==> config.mk <==
export PLATFORM = sky130hd
export DESIGN_NAME = cp_link_arbiter_nch
export DESIGN_NICKNAME = d
export VERILOG_FILES = /design/src/rtl/cp_link_arbiter_nch.sv
export SDC_FILE = /design/constraint.sdc
export NUM_CORES = 1
export LEC_CHECK = 0
export CORE_AREA = 2 2 276 278
export DETAILED_ROUTE_END_ITERATION = 8
export DIE_AREA = 0 0 278 280
export PLACE_DENSITY = 0.61
export SLEW_MARGIN = 10
export SYNTH_ARGS = -nofsm -noshare
export SYNTH_HDL_FRONTEND = slang
export SYNTH_SLANG_ARGS = --single-unit
==> constraint.sdc <==
create_clock -name i_clk -period 1.5 [get_ports i_clk]
set_input_delay 0.15 -clock i_clk [delete_from_list [all_inputs] [get_ports i_clk]]
set_output_delay 0.15 -clock i_clk [all_outputs]
set_load 0.01 [all_outputs]
==> src/rtl/cp_link_arbiter_nch.sv <==
// ---------------------------------------------------------------------------
// cp_link_arbiter_nch
//
// N-phase control-panel link manager with dual-system (sysA / sysB)
// redundancy. Each phase watches the health of both decoded optical frame
// streams and picks one of them through a revertive selection FSM. It
// forwards the chosen payload toward the DSP/PWM side and keeps per-system
// good-frame ("renew") counters. A common read-interrupt strobe is raised
// once every live phase has delivered a frame.
//
// Parameters
//   N_PHASE    number of phase channels
//   DATA_W     payload width per frame
//   CNT_W      renew counter width
//   TIMEOUT    cycles without a good frame before a system is dead (>=2)
//   RECOVER_N  consecutive good sysA frames needed to revert from sysB (>=1)
//
// Ports
//   i_clk, i_reset_n           clock (rising edge), async active-low reset
//   i_frm_vld_A/B [N]          frame-complete strobe per phase
//   i_frm_err_A/B [N]          checksum error, qualified by the strobe
//   i_frm_data_A/B [N*DATA_W]  payload, phase k at [k*DATA_W +: DATA_W]
//   o_data [N*DATA_W]          selected payload, held between updates
//   o_data_vld [N]             1-cycle strobe when a phase slice updates
//   o_comsta [N*4]             per phase {lost, sel_B, alive_B, alive_A}
//   o_renew_cnt_A/B [N*CNT_W]  good-frame counters, wrap around
//   o_rdint                    1-cycle synchronisation strobe to the DSP
//
// Build option
//   CP_ARB_ZERO_ON_LOST_EN  when defined, a phase's o_data slice is cleared
//                           on the cycle after it enters LOST (no strobe).
// ---------------------------------------------------------------------------
module cp_link_arbiter_nch #(
  parameter int N_PHASE   = 3,
  parameter int DATA_W    = 64,
  parameter int CNT_W     = 16,
  parameter int TIMEOUT   = 2000,
  parameter int RECOVER_N = 4
) (
  input  logic                      i_clk,
  input  logic                      i_reset_n,
  input  logic [N_PHASE-1:0]        i_frm_vld_A,
  input  logic [N_PHASE-1:0]        i_frm_err_A,
  input  logic [N_PHASE*DATA_W-1:0] i_frm_data_A,
  input  logic [N_PHASE-1:0]        i_frm_vld_B,
  input  logic [N_PHASE-1:0]        i_frm_err_B,
  input  logic [N_PHASE*DATA_W-1:0] i_frm_data_B,
  output logic [N_PHASE*DATA_W-1:0] o_data,
  output logic [N_PHASE-1:0]        o_data_vld,
  output logic [N_PHASE*4-1:0]      o_comsta,
  output logic [N_PHASE*CNT_W-1:0]  o_renew_cnt_A,
  output logic [N_PHASE*CNT_W-1:0]  o_renew_cnt_B,
  output logic                      o_rdint
);

  localparam int TO_W  = $clog2(TIMEOUT + 1);
  localparam int RUN_W = $clog2(RECOVER_N + 1);
  localparam logic [TO_W-1:0]  TO_MAX  = TO_W'(TIMEOUT);
  localparam logic [RUN_W-1:0] RUN_MAX = RUN_W'(RECOVER_N);
  localparam logic [TO_W-1:0]  TO_ONE  = TO_W'(1);
  localparam logic [RUN_W-1:0] RUN_ONE = RUN_W'(1);
  localparam logic [CNT_W-1:0] CNT_ONE = CNT_W'(1);

  typedef enum logic [1:0] {
    ST_LOST  = 2'd0,
    ST_SEL_A = 2'd1,
    ST_SEL_B = 2'd2
  } state_t;

  // registered state
  state_t                    state_r    [N_PHASE];
  logic [TO_W-1:0]           to_cnt_a_r [N_PHASE];
  logic [TO_W-1:0]           to_cnt_b_r [N_PHASE];
  logic [RUN_W-1:0]          run_a_r    [N_PHASE];
  logic [N_PHASE-1:0]        pend_r;
  logic [N_PHASE*DATA_W-1:0] data_r;
  logic [N_PHASE-1:0]        data_vld_r;
  logic [N_PHASE*CNT_W-1:0]  cnt_a_r;
  logic [N_PHASE*CNT_W-1:0]  cnt_b_r;
  logic                      rdint_r;

  // combinational helpers
  state_t                    state_nxt_s [N_PHASE];
  logic [N_PHASE-1:0]        good_a_s;
  logic [N_PHASE-1:0]        good_b_s;
  logic [N_PHASE-1:0]        bad_a_s;
  logic [N_PHASE-1:0]        alive_a_s;
  logic [N_PHASE-1:0]        alive_b_s;
  logic [N_PHASE-1:0]        live_s;
  logic [N_PHASE-1:0]        fwd_s;
  logic [N_PHASE*DATA_W-1:0] fwd_data_s;
  logic                      issue_s;

  // Frame qualification and health decode from the registered timeout counters
  always_comb begin
    good_a_s  = i_frm_vld_A & ~i_frm_err_A;
    good_b_s  = i_frm_vld_B & ~i_frm_err_B;
    bad_a_s   = i_frm_vld_A & i_frm_err_A;
    alive_a_s = '0;
    alive_b_s = '0;
    for (int k = 0; k < N_PHASE; k++) begin
      alive_a_s[k] = (to_cnt_a_r[k] < TO_MAX);
      alive_b_s[k] = (to_cnt_b_r[k] < TO_MAX);
    end
  end

  // Timeout counters per system and the sysA good-run counter
  always_ff @(posedge i_clk or negedge i_reset_n) begin
    if (!i_reset_n) begin
      for (int k = 0; k < N_PHASE; k++) begin
        to_cnt_a_r[k] <= TO_MAX;
        to_cnt_b_r[k] <= TO_MAX;
        run_a_r[k]    <= '0;
      end
    end else begin
      for (int k = 0; k < N_PHASE; k++) begin
        if (good_a_s[k]) begin
          to_cnt_a_r[k] <= '0;
        end else if (to_cnt_a_r[k] != TO_MAX) begin
          to_cnt_a_r[k] <= to_cnt_a_r[k] + TO_ONE;
        end
        if (good_b_s[k]) begin
          to_cnt_b_r[k] <= '0;
        end else if (to_cnt_b_r[k] != TO_MAX) begin
          to_cnt_b_r[k] <= to_cnt_b_r[k] + TO_ONE;
        end
        // an error frame breaks the run; a good frame extends it even if it
        // is the one reviving a dead sysA; a dead sysA otherwise clears it
        if (bad_a_s[k]) begin
          run_a_r[k] <= '0;
        end else if (good_a_s[k]) begin
          if (run_a_r[k] != RUN_MAX) begin
            run_a_r[k] <= run_a_r[k] + RUN_ONE;
          end
        end else if (!alive_a_s[k]) begin
          run_a_r[k] <= '0;
        end
      end
    end
  end

  // Revertive selection FSM, next-state logic
  always_comb begin
    for (int k = 0; k < N_PHASE; k++) begin
      state_nxt_s[k] = state_r[k];
      case (state_r[k])
        ST_SEL_A: begin
          if (!alive_a_s[k]) begin
            state_nxt_s[k] = alive_b_s[k] ? ST_SEL_B : ST_LOST;
          end else begin
            state_nxt_s[k] = ST_SEL_A;
          end
        end
        ST_SEL_B: begin
          if (!alive_b_s[k]) begin
            state_nxt_s[k] = alive_a_s[k] ? ST_SEL_A : ST_LOST;
          end else if (alive_a_s[k] && (run_a_r[k] == RUN_MAX)) begin
            state_nxt_s[k] = ST_SEL_A;
          end else begin
            state_nxt_s[k] = ST_SEL_B;
          end
        end
        ST_LOST: begin
          if (alive_a_s[k]) begin
            state_nxt_s[k] = ST_SEL_A;
          end else if (alive_b_s[k]) begin
            state_nxt_s[k] = ST_SEL_B;
          end else begin
            state_nxt_s[k] = ST_LOST;
          end
        end
        default: state_nxt_s[k] = ST_LOST;
      endcase
    end
  end

  // Selection FSM state register
  always_ff @(posedge i_clk or negedge i_reset_n) begin
    if (!i_reset_n) begin
      for (int k = 0; k < N_PHASE; k++) begin
        state_r[k] <= ST_LOST;
      end
    end else begin
      for (int k = 0; k < N_PHASE; k++) begin
        state_r[k] <= state_nxt_s[k];
      end
    end
  end

  // Forward decision uses the pre-transition state; rdint issue condition
  always_comb begin
    fwd_s      = '0;
    live_s     = '0;
    fwd_data_s = '0;
    for (int k = 0; k < N_PHASE; k++) begin
      live_s[k] = (state_r[k] != ST_LOST);
      if (state_r[k] == ST_SEL_B) begin
        fwd_s[k]                        = good_b_s[k];
        fwd_data_s[k*DATA_W +: DATA_W] = i_frm_data_B[k*DATA_W +: DATA_W];
      end else begin
        fwd_s[k]                        = good_a_s[k] & (state_r[k] == ST_SEL_A);
        fwd_data_s[k*DATA_W +: DATA_W] = i_frm_data_A[k*DATA_W +: DATA_W];
      end
    end
    // LOST phases are excluded; with every phase LOST nothing is issued
    issue_s = (|live_s) & (&(~live_s | pend_r | fwd_s));
  end

  // Payload, strobes, pending flags and renew counters
  always_ff @(posedge i_clk or negedge i_reset_n) begin
    if (!i_reset_n) begin
      data_r     <= '0;
      data_vld_r <= '0;
      pend_r     <= '0;
      cnt_a_r    <= '0;
      cnt_b_r    <= '0;
      rdint_r    <= 1'b0;
    end else begin
      data_vld_r <= fwd_s;
      rdint_r    <= issue_s;
      // a phase sitting in LOST must not carry a stale pending flag back in
      if (issue_s) begin
        pend_r <= '0;
      end else begin
        pend_r <= (pend_r | fwd_s) & live_s;
      end
      for (int k = 0; k < N_PHASE; k++) begin
        if (fwd_s[k]) begin
          data_r[k*DATA_W +: DATA_W] <= fwd_data_s[k*DATA_W +: DATA_W];
`ifdef CP_ARB_ZERO_ON_LOST_EN
        end else if (state_r[k] == ST_LOST) begin
          data_r[k*DATA_W +: DATA_W] <= '0;
`endif
        end
        if (good_a_s[k]) begin
          cnt_a_r[k*CNT_W +: CNT_W] <= cnt_a_r[k*CNT_W +: CNT_W] + CNT_ONE;
        end
        if (good_b_s[k]) begin
          cnt_b_r[k*CNT_W +: CNT_W] <= cnt_b_r[k*CNT_W +: CNT_W] + CNT_ONE;
        end
      end
    end
  end

  // Status nibble decoded purely from registered state
  always_comb begin
    o_comsta = '0;
    for (int k = 0; k < N_PHASE; k++) begin
      o_comsta[k*4 +: 4] = {(state_r[k] == ST_LOST), (state_r[k] == ST_SEL_B),
                            alive_b_s[k], alive_a_s[k]};
    end
  end

  assign o_data        = data_r;
  assign o_data_vld    = data_vld_r;
  assign o_renew_cnt_A = cnt_a_r;
  assign o_renew_cnt_B = cnt_b_r;
  assign o_rdint       = rdint_r;

endmodule

==> After elaboration in Yosys (flattened, before gate mapping) <==
Index checks and enable logic that the tools add are counted.
Widths: inputs -> output; s select.
{ "word_totals": {"ff_bits": 376, "out_inout_bits": 304} }
{ "op_classes": {"n_reduce_logical": 23, "n_eq_ne": 24, "mux": 49, "order_cmp": 6, "bitwise": 14, "add_sub_neg": 15} }
{ "ops": {"columns": ["op", "count"], "rows": [
  ["$mux 64", 3],
  ["$mux 11", 12],
  ["$add 16x1->16 const B", 6],
  ["$add 11x1->11 const B", 6],
  ["$lt 11x11->1 const B", 6],
  ["$ne 11x11->1 const B", 6],
  ["$mux 3", 13],
  ["$mux 2", 12],
  ["$ne 3x3->1 const B", 6],
  ["$reduce_bool 2->1", 9],
  ["$and 3x3->3", 4],
  ["$pmux 2 s2", 3],
  ["$add 3x1->3 const B", 3],
  ["$eq 3x3->1 const B", 3],
  ["$ne 3x1->1 const B", 3],
  ["$not 3->3", 3],
  ["$or 3x3->3", 3],
  ["$eq 2x1->1 const B", 3],
  ["$eq 2x2->1 const B", 3],
  ["$logic_not 2->1", 3],
  ["$mux 1", 6],
  ["$reduce_and 2->1", 3],
  ["$reduce_or 2->1", 3],
  ["$and 1x1->1", 4],
  ["3 further kinds", 5]
]} }

==> Logic depth before layout (Yosys ltp) <==
Gate-level depths: netlist of the first run.
{ "depth": {"depth_word": 8, "mapped_depth": 8, "mapped_depth_nobuf": 6} }

==> Least setup slack after synthesis of the first run <==
OpenSTA, ideal clock, no wires.
{ "synth_timing": {"path_type": "reg2reg", "start": "register state_r[3] (netlist bit)", "end": "register pend_r[2]", "required_time_ps": 1404, "period_less_slack_ps": 1608, "path_slack_ps": -108, "path_stages_with_launch": 7, "path_buffers": 1, "arrival_time_ps": 1513, "cell_sequence": "dfrtp_1 -> and2b_4 -> a22oi_4 -> buf_6 -> inv_2 -> or3_1 -> a311oi_2"} }
{ "synth_between": {"elab_chain_cells": 7, "elab_cells_between_ends": 12} }
{ "synth_rtl": {"columns": ["item", "line_no", "text"], "rows": [
  ["start, declared", "71", "state_t state_r [N_PHASE];"],
  ["start signal, assigned by index", "185", "state_r[k] <= state_nxt_s[k];"],
  ["$eq 2x1->1", "201", "fwd_s[k] = good_a_s[k] & (state_r[k] == ST_SEL_A);"],
  ["$and 1x1->1", "201", null],
  ["$mux 1 (*)", "197", "if (state_r[k] == ST_SEL_B) begin"],
  ["net fwd_s[1]", "90", "logic [N_PHASE-1:0] fwd_s;"],
  ["$or 3x3->3 (*)", "206", "issue_s = (|live_s) & (&(~live_s | pend_r | fwd_s));"],
  ["$reduce_and 3->1 (*)", "206", null],
  ["$and 1x1->1 (*)", "206", null],
  ["$mux 3 (*)", "222", "if (issue_s) begin"],
  ["end signal, assigned", "225", "pend_r <= (pend_r | fwd_s) & live_s;"],
  ["end, declared", "75", "logic [N_PHASE-1:0] pend_r;"]
]} }
Mark *: on every way through the listed nets, which the timed path passes. The rest lies on a longest branch.
A chain may end at the register's enable or synchronous reset.

==> Worst setup path after layout of the first run <==
{ "layout_timing": {"start": "register to_cnt_b_r[17] (netlist bit)", "end": "output port o_comsta[5]"} }
{ "layout_between": {"elab_chain_cells": 1} }
{ "layout_rtl": {"columns": ["item", "line_no", "text"], "rows": [
  ["start, declared", "73", "logic [TO_W-1:0] to_cnt_b_r [N_PHASE];"],
  ["start signal, assigned by index", "125", "to_cnt_b_r[k] <= to_cnt_b_r[k] + TO_ONE;"],
  ["$lt 11x11->1", "103", "alive_b_s[k] = (to_cnt_b_r[k] < TO_MAX);"],
  ["end, declared", "50", "output logic [N_PHASE*4-1:0] o_comsta,"]
]} }
Every way passes these cells.

==> impl_metrics.yaml, run 1 <==
floorplanning:
  initial_core_util_pct: 23.16
  die_area_mm2: 0.07784
  core_area_mm2: 0.07519
  die_h_um: 280
  ios: 702
  rows: 101
  fp.dieW_um: 278
global_route:
  grt_util_met3_pct: 4.638
  met2_usage_pct: 30.67
  grt_pass1_vias: 17870
  antenna_found_initial: 4
  grt_pass1_wl_mm: 102.8
  use_met1_pct: 18.75
  top_usage_layer: "met2"
  grt_overflow: 0
  grt_max_degree: 59
  grt_usage_pct: 16.84
sta:
  worst_slack_ns: -0.3524
  hold_viol_final: 0
  worst_slew_margin_rel_pct: 69.39
  slew_viol_final: 0
  rsz0062_at_grt: "true"
  finalCritPeriodShare_pct: 123.5
  fin_crit_ns: 1.852
  clock.fmax_mhz: 539.8
  worstMarginPinSlew_ns: 0.4591
  setup_viol: 220
  skew_ns: 0.01273
  whs_ns: 0.1483
power_and_ir_drop:
  power.density_mw_per_mm2: 1269
  p_total_w: 0.04209
  sw_frac_of_total_pct: 33.34
  power_frac_seq_pct: 35.9
  peakVddDrop_mv: 0.8502
  clkPwrFrac_pct: 27.5
  power_leakage_nw: 14.58
  combPwrFrac_pct: 36.6
  p_sw_w: 0.01403
  p_int_w: 0.02805
drt:
  ant_nets: 0
  vias_per_cell: 4.501
  drc: 0
  initialDrtViolationCount: 552
  wire_per_inst_um: 18.59
  dr.pass1.iters: 5
  vias: 16660
  drt-total-wl_mm: 68.82
outcome:
  violations: "negative setup slack"
  status: "finished, violations left"
yosys:
  synthFlopType: "dfrtp_1"
  synth-seq-area-share_pct: 54.30
  synth_cell_types: 49
  ys_async_sr_fraction_pct: 100.0
  syn_inst: 1647
  synth_warnings: 0
  synthTopCellsByCount: "dfrtp_1 (340), nand2_1 (269), mux2i_1 (199), o21ai_0 (198), xnor2_1 (85)"
  synthesis.area_mm2: 0.01741
  yosys.area.top_type: "dfrtp_1"
  post-synth-top-area-fraction_pct: 48.87
  synth.net_count: 2069
  ys_ff_latch: 376
  synth_area_leaders: "dfrtp_1 (49%), mux2i_1 (11%), nand2_1 (5.8%), o21ai_0 (5.7%), dfstp_2 (5.4%)"
  synth_edf_count: 0
  synth.most_common_cell: "dfrtp_1"
  avgSynthCellArea_um2: 10.57
clock_tree:
  cts_tree: "built"
  clk_pin_slew_worst_paths_ns: 0.06
  cts_sinks: 376
  htreeDepth: 2
  cts-root-buf: "clkbuf_16"
  clock_latency_ns: 0.57
  cts_buffers: 47
  clockBufferDepth: 3
placed_design:
  place_inst: 3452
  io_buffers: 701
  place_congestion: 0.8519
  place_area_mm2: 0.02708
  dp_hpwl_mm: 47.86
hold_path:
  min_path_type: "input port to async pin"
cells_and_area:
  nets: 3109
  final-seq-area_mm2: 0.009473
  fillCellCount: 6868
  utilization_pct: 44.10
  synthToLayoutAreaGrowth_pct: 90.43
  stdcell_area_mm2: 0.03316
  multi_input_area_mm2: 0.009408
  drive_gt1_share_pct: 31.40
  layout.cells.non_filler: 3701
setup_path:
  cp_max_fo: 2
  path_class: "register to primary output"
  worstSetupStartpointType: "register"
  critPathRequiredTime_ns: 1.35
  cp.arrival_ns: 1.70
  endpoint_kind: "primary output"
run:
  maxCapViolCount: 0
-- kinds of logic (layout without fill, tap and decap cells) --
group                      count (synthesis)  in the layout  share of synthesized area (%)
DFF                                      376            376                          54.30
buffers and inverters                    104           1177                          2.716
muxes                                    203            203                          11.70
other                                      0              3                              0
AOI/OAI and AO/OA                        249            249                          7.654
xor gates and xnor gates                 137            137                          6.892
and+or+nand+nor                          554            554                          15.01
adders and majority gates                 24             24                          1.725
-- routing by layer --
layer	part of all wire, %	up-vias
li1	-	7838
met1	37	8154
met2	52	525
met3	6.9	140
met4	4.1	0
met5	0	-
-- metrics by stage --
| step | setup TNS (ns) | worst slack, ns |
|---|---|---|
| after detailed placement | -82.39 | -0.5348 |
| final | -33.76 | -0.3524 |
| after floorplan | -0.1495 | -0.09116 |
| after global routing | -51.73 | -0.4196 |
| after global placement | -74.85 | -0.4876 |
| after CTS | -35.94 | -0.3910 |
-- final cells by class --
cell class	count	share of cell area, %
repair buffers	1066	34.21
flip-flops and latches	376	28.57
multi-input cells	1167	28.37
clock buffers	64	4.106
well taps	978	3.691
clock inverters	18	0.6868
inverters	29	0.3359
diodes	3	0.02264
-- state kept, by name, indices dropped and copies added (netlist names) --
signal / cells
pend_r: 3
o_rdint: 1
state_r: 6
to_cnt_b_r: 33
o_renew_cnt_A: 48
to_cnt_a_r: 33
o_data: 192
run_a_r: 9
o_data_vld: 3
o_renew_cnt_B: 48
-- placed cells by master (no fill, tap or decap), drive strengths merged, types with 6 or more instances in the layout --
cell type      netlist  layout
o211ai               7       7
nand3               42      42
buf                 43     385
and2                10      10
clkdlybuf4s15        0      30
and4                13      13
or3                 10      10
nand2b              10      10
nand4               45      45
ha                  24      24
nor3                24      24
nand3b               7       7
dlygate4sd2          0     251
a21oi               25      25
clkdlybuf4s50        0     396
xnor2               85      85
nand2              269     269
and3                14      14
nor4                 6       6
clkbuf              32      67
dfrtp              340     340
xor2                52      52
nor2                77      77
clkinv               0      12
o21ai              201     201
dfstp               36      36
inv                 29      31
mux2i              199     199
nor2b                9       9
-- worst paths after layout --
kind	start	endpoint	slack, ns	cells past startpoint
setup / recovery	to_cnt_b_r[17]$_DFFE_PN1P_	o_comsta[5]	-0.35	3
hold / removal	i_reset_n	to_cnt_a_r[2]$_DFFE_PN0P_	0.15	2
setup reg to reg	state_r[4]$_DFF_PN0_	o_data[43]$_DFFE_PN0P_	-0.28	10
hold reg to reg	o_renew_cnt_B[47]$_DFFE_PN0P_	o_renew_cnt_B[47]$_DFFE_PN0P_	0.47	1
max in group asynchronous	i_reset_n	to_cnt_b_r[4]$_DFFE_PN1P_	0.64	3
min in group i_clk	i_frm_data_A[32]	o_data[32]$_DFFE_PN0P_	0.20	3
-- timing repair --
| action | in CTS | in global routing |
|---|---|---|
| cloned | 44 | 3 |
| hold buffers | 1 | 0 |
| hold endpoints to repair | 346 | 0 |
| buffers inserted | 135 | 21 |
| setup endpoints to repair | 507 | 290 |
| pin swaps | 111 | 73 |
| resized for setup | 1005 | 253 |
-- critical path: stages (launching register included) --
cell      delay [ns]
dfstp_2         0.53
and3_4          0.19
o211ai_1        0.19
buf_2           0.22
-- power groups by stage --
stage	combinational [W]	sequential, W	clock (W)
floorplan	0.00339	0.0158	0
global placement	0.0127	0.0149	0
detailed placement	0.0130	0.0150	0
CTS	0.0147	0.0148	0.0119
global route	0.0165	0.0154	0.0124
finish	0.0154	0.0151	0.0116
Power figures use the tool's default switching activity.
==> inputs of run 2 (changes only) <==
--- a/config.mk
+++ b/config.mk
@@ -6,10 +6,10 @@
 export NUM_CORES = 1
 export LEC_CHECK = 0
 export CORE_AREA = 2 2 276 278
+export CTS_CLUSTER_SIZE = 8
 export DETAILED_ROUTE_END_ITERATION = 8
 export DIE_AREA = 0 0 278 280
 export PLACE_DENSITY = 0.61
-export SLEW_MARGIN = 10
 export SYNTH_ARGS = -nofsm -noshare
 export SYNTH_HDL_FRONTEND = slang
 export SYNTH_SLANG_ARGS = --single-unit
==> run 2 against run 1 <==
  * The run still ends with negative setup slack left
  * Non-clock buffer count up 4
  * Largest cell class unchanged
  * Core utilization up 0.71 points
  * Count of clock-buffer cells in the layout up 25
  * Critical endpoint is now o_comsta[0]
  * Register-to-register slack better by 0.03 ns
  * Global-route usage down 0.30 points
  * Via count up 0.59%
  * Worst hold slack worse by 0.024 ns
  * Cell area up 1.6%
  * Highest routed layer unchanged
  * First-iteration DRC count up 4.0%
==> impl_metrics.yaml, run 2 (synthesized netlist as in run 1, its figures left out) <==
floorplanning:
  core_area_mm2: 0.07519
  ios: 702
  initial_core_util_pct: 23.16
  fp.dieW_um: 278
  die_h_um: 280
  rows: 101
  die_area_mm2: 0.07784
clock_tree:
  clk_pin_slew_worst_paths_ns: 0.05
  cts_sinks: 376
  cts_buffers: 53
  clock_latency_ns: 0.58
  cts_tree: "built"
  clockBufferDepth: 3
  htreeDepth: 2
  cts-root-buf: "clkbuf_16"
setup_path:
  worstSetupStartpointType: "register"
  critPathMaxStageDelay_ns: 0.54
  cp_max_fo: 2
  cp_slowest_cell: "dfstp_2"
  path_class: "register to primary output"
  path_cells: "nand3_2, nor3_2, buf_4, inv_4, buf_6"
  endpoint_kind: "primary output"
  cp.arrival_ns: 1.72
  critPathRequiredTime_ns: 1.35
power_and_ir_drop:
  p_int_w: 0.02813
  power_frac_seq_pct: 36.2
  clkPwrFrac_pct: 26.5
  sw_frac_of_total_pct: 33.97
  power_leakage_nw: 14.66
  p_sw_w: 0.01447
  peakVddDrop_mv: 0.8320
  power.density_mw_per_mm2: 1265
  combPwrFrac_pct: 37.3
placed_design:
  dp_hpwl_mm: 47.86
  pre_cts_slack_ns: -0.5348
  io_buffers: 701
  place_inst: 3452
  place_congestion: 0.8519
global_route:
  antenna_found_initial: 3
  grt_max_degree: 59
  grt_pass1_wl_mm: 100.9
  grt_pass1_vias: 17500
  grt_usage_pct: 16.54
  grt_overflow: 0
cells_and_area:
  final_common_cell: "clkdlybuf4s50_1"
  layout.cells.non_filler: 3714
  drive_gt1_share_pct: 35.75
  synthToLayoutAreaGrowth_pct: 93.52
  largest_reg_flops: 192
  nets: 3119
  mostFrequentLayoutCells: "clkdlybuf4s50_1 (396), dfrtp_1 (320), dlygate4sd2_1 (225)"
drt:
  vias: 16760
  vias_per_cell: 4.512
  drt-total-wl_mm: 70.03
  ant_nets: 0
  wire_per_inst_um: 18.85
  drc: 0
  initialDrtViolationCount: 574
  dr.pass1.iters: 5
sta:
  slew_viol_final: 0
  hold_viol_final: 0
  worstMarginPinSlew_ns: 0.4576
  fin_crit_ns: 1.874
  worst_slew_margin_rel_pct: 69.49
  skew_ns: 0.01426
  worst_slack_ns: -0.3739
  rsz0062_at_grt: "true"
  finalCritPeriodShare_pct: 124.9
  clock.fmax_mhz: 533.6
  setup_viol: 212
outcome:
  status: "finished, violations left"
  violations: "negative setup slack"
hold_path:
  min_path_type: "input port to async pin"
run:
  maxCapViolCount: 0
-- run 2: cell count changes in the layout (fill, tap and decap cells not counted), sizes merged --
cell,delta
clkdlybuf4s15,+18
buf,-7
clkinv,-11
clkbuf,+44
dlygate4sd2,-26
bufinv,-4
inv,-1
-- run 2: worst paths after layout --
| check | startpoint | to | slack [ns] | cells past startpoint |
|---|---|---|---|---|
| setup / recovery | to_cnt_a_r[28]$_DFFE_PN1P_ | o_comsta[0] | -0.37 | 5 |
| hold / removal | i_reset_n | to_cnt_a_r[3]$_DFFE_PN0P_ | 0.12 | 2 |
| setup reg to reg | state_r[5]$_DFF_PN0_ | pend_r[2]$_DFF_PN0_ | -0.25 | 7 |
| hold reg to reg | o_renew_cnt_B[47]$_DFFE_PN0P_ | o_renew_cnt_B[47]$_DFFE_PN0P_ | 0.46 | 1 |
| max in group asynchronous | i_reset_n | to_cnt_b_r[10]$_DFFE_PN1P_ | 0.67 | 3 |
| min in group i_clk | i_frm_data_A[32] | o_data[32]$_DFFE_PN0P_ | 0.19 | 3 |
-- run 2: layout make-up --
| class | instances | area, um^2 |
|---|---|---|
| clock buffer | 89 | 1524 |
| multi-input combinational | 1167 | 9978 |
| tap | 978 | 1224 |
| sequential | 376 | 9479 |
| antenna | 3 | 7.507 |
| inverter | 29 | 111.4 |
| fill | 6783 | 41500 |
| timing repair buffer | 1070 | 11350 |
| clock inverter | 2 | 13.76 |
-- run 2: metal layers --
layer | vias to the layer above | part of all wire [%] | routed length, um | GRT usage [%]
met2 | 576 | 52 | 36600 | 30.28
met3 | 114 | 7.1 | 4947 | 4.288
li1 | 7860 | - | - | -
met4 | 0 | 3.4 | 2359 | 5.475
met5 | - | 0 | 0 | 0
met1 | 8206 | 37 | 26120 | 18.60
-- run 2: worst max-delay path: cells and delay by family, from the launching register on --
| kind | cells | cell delay, ns |
|---|---|---|
| flops | 1 | 0.54 |
| buf+inv | 3 | 0.29 |
| simple gates | 2 | 0.33 |
-- run 2: metrics by stage --
step	hold WS [ns]	instance area, um^2	utilization (%)	total power, W	setup TNS [ns]
6_report	0.1243	33690	44.81	0.04261	-29.54
5_1_grt	0.1162	33690	44.81	0.04484	-46.74
4_1_cts	0.09387	31790	42.28	0.04059	-30.72
3_5_place_dp	0.1227	27080	36.02	0.02801	-82.39
3_3_place_gp	0.1172	27080	36.02	0.02767	-74.85
2_1_floorplan	-0.1456	17440	-	0.01918	-0.1495
-- run 2: power by group through the flow --
stage | Sequential [W] | Combinational (W) | Clock (W)
6_report | 0.0154 | 0.0159 | 0.0113
5_1_grt | 0.0157 | 0.0170 | 0.0121
4_1_cts | 0.0148 | 0.0141 | 0.0117
3_5_place_dp | 0.0150 | 0.0130 | 0
3_3_place_gp | 0.0149 | 0.0127 | 0
2_1_floorplan | 0.0158 | 0.00339 | 0
-- run 2: what timing repair did --
item	CTS	global route
setup endpoints to repair	507	285
hold buffers	1	0
gates resized for setup	919	561
pin swaps	78	187
endpoints found under the hold margin	346	0
setup buffers	123	45
gates cloned	34	20
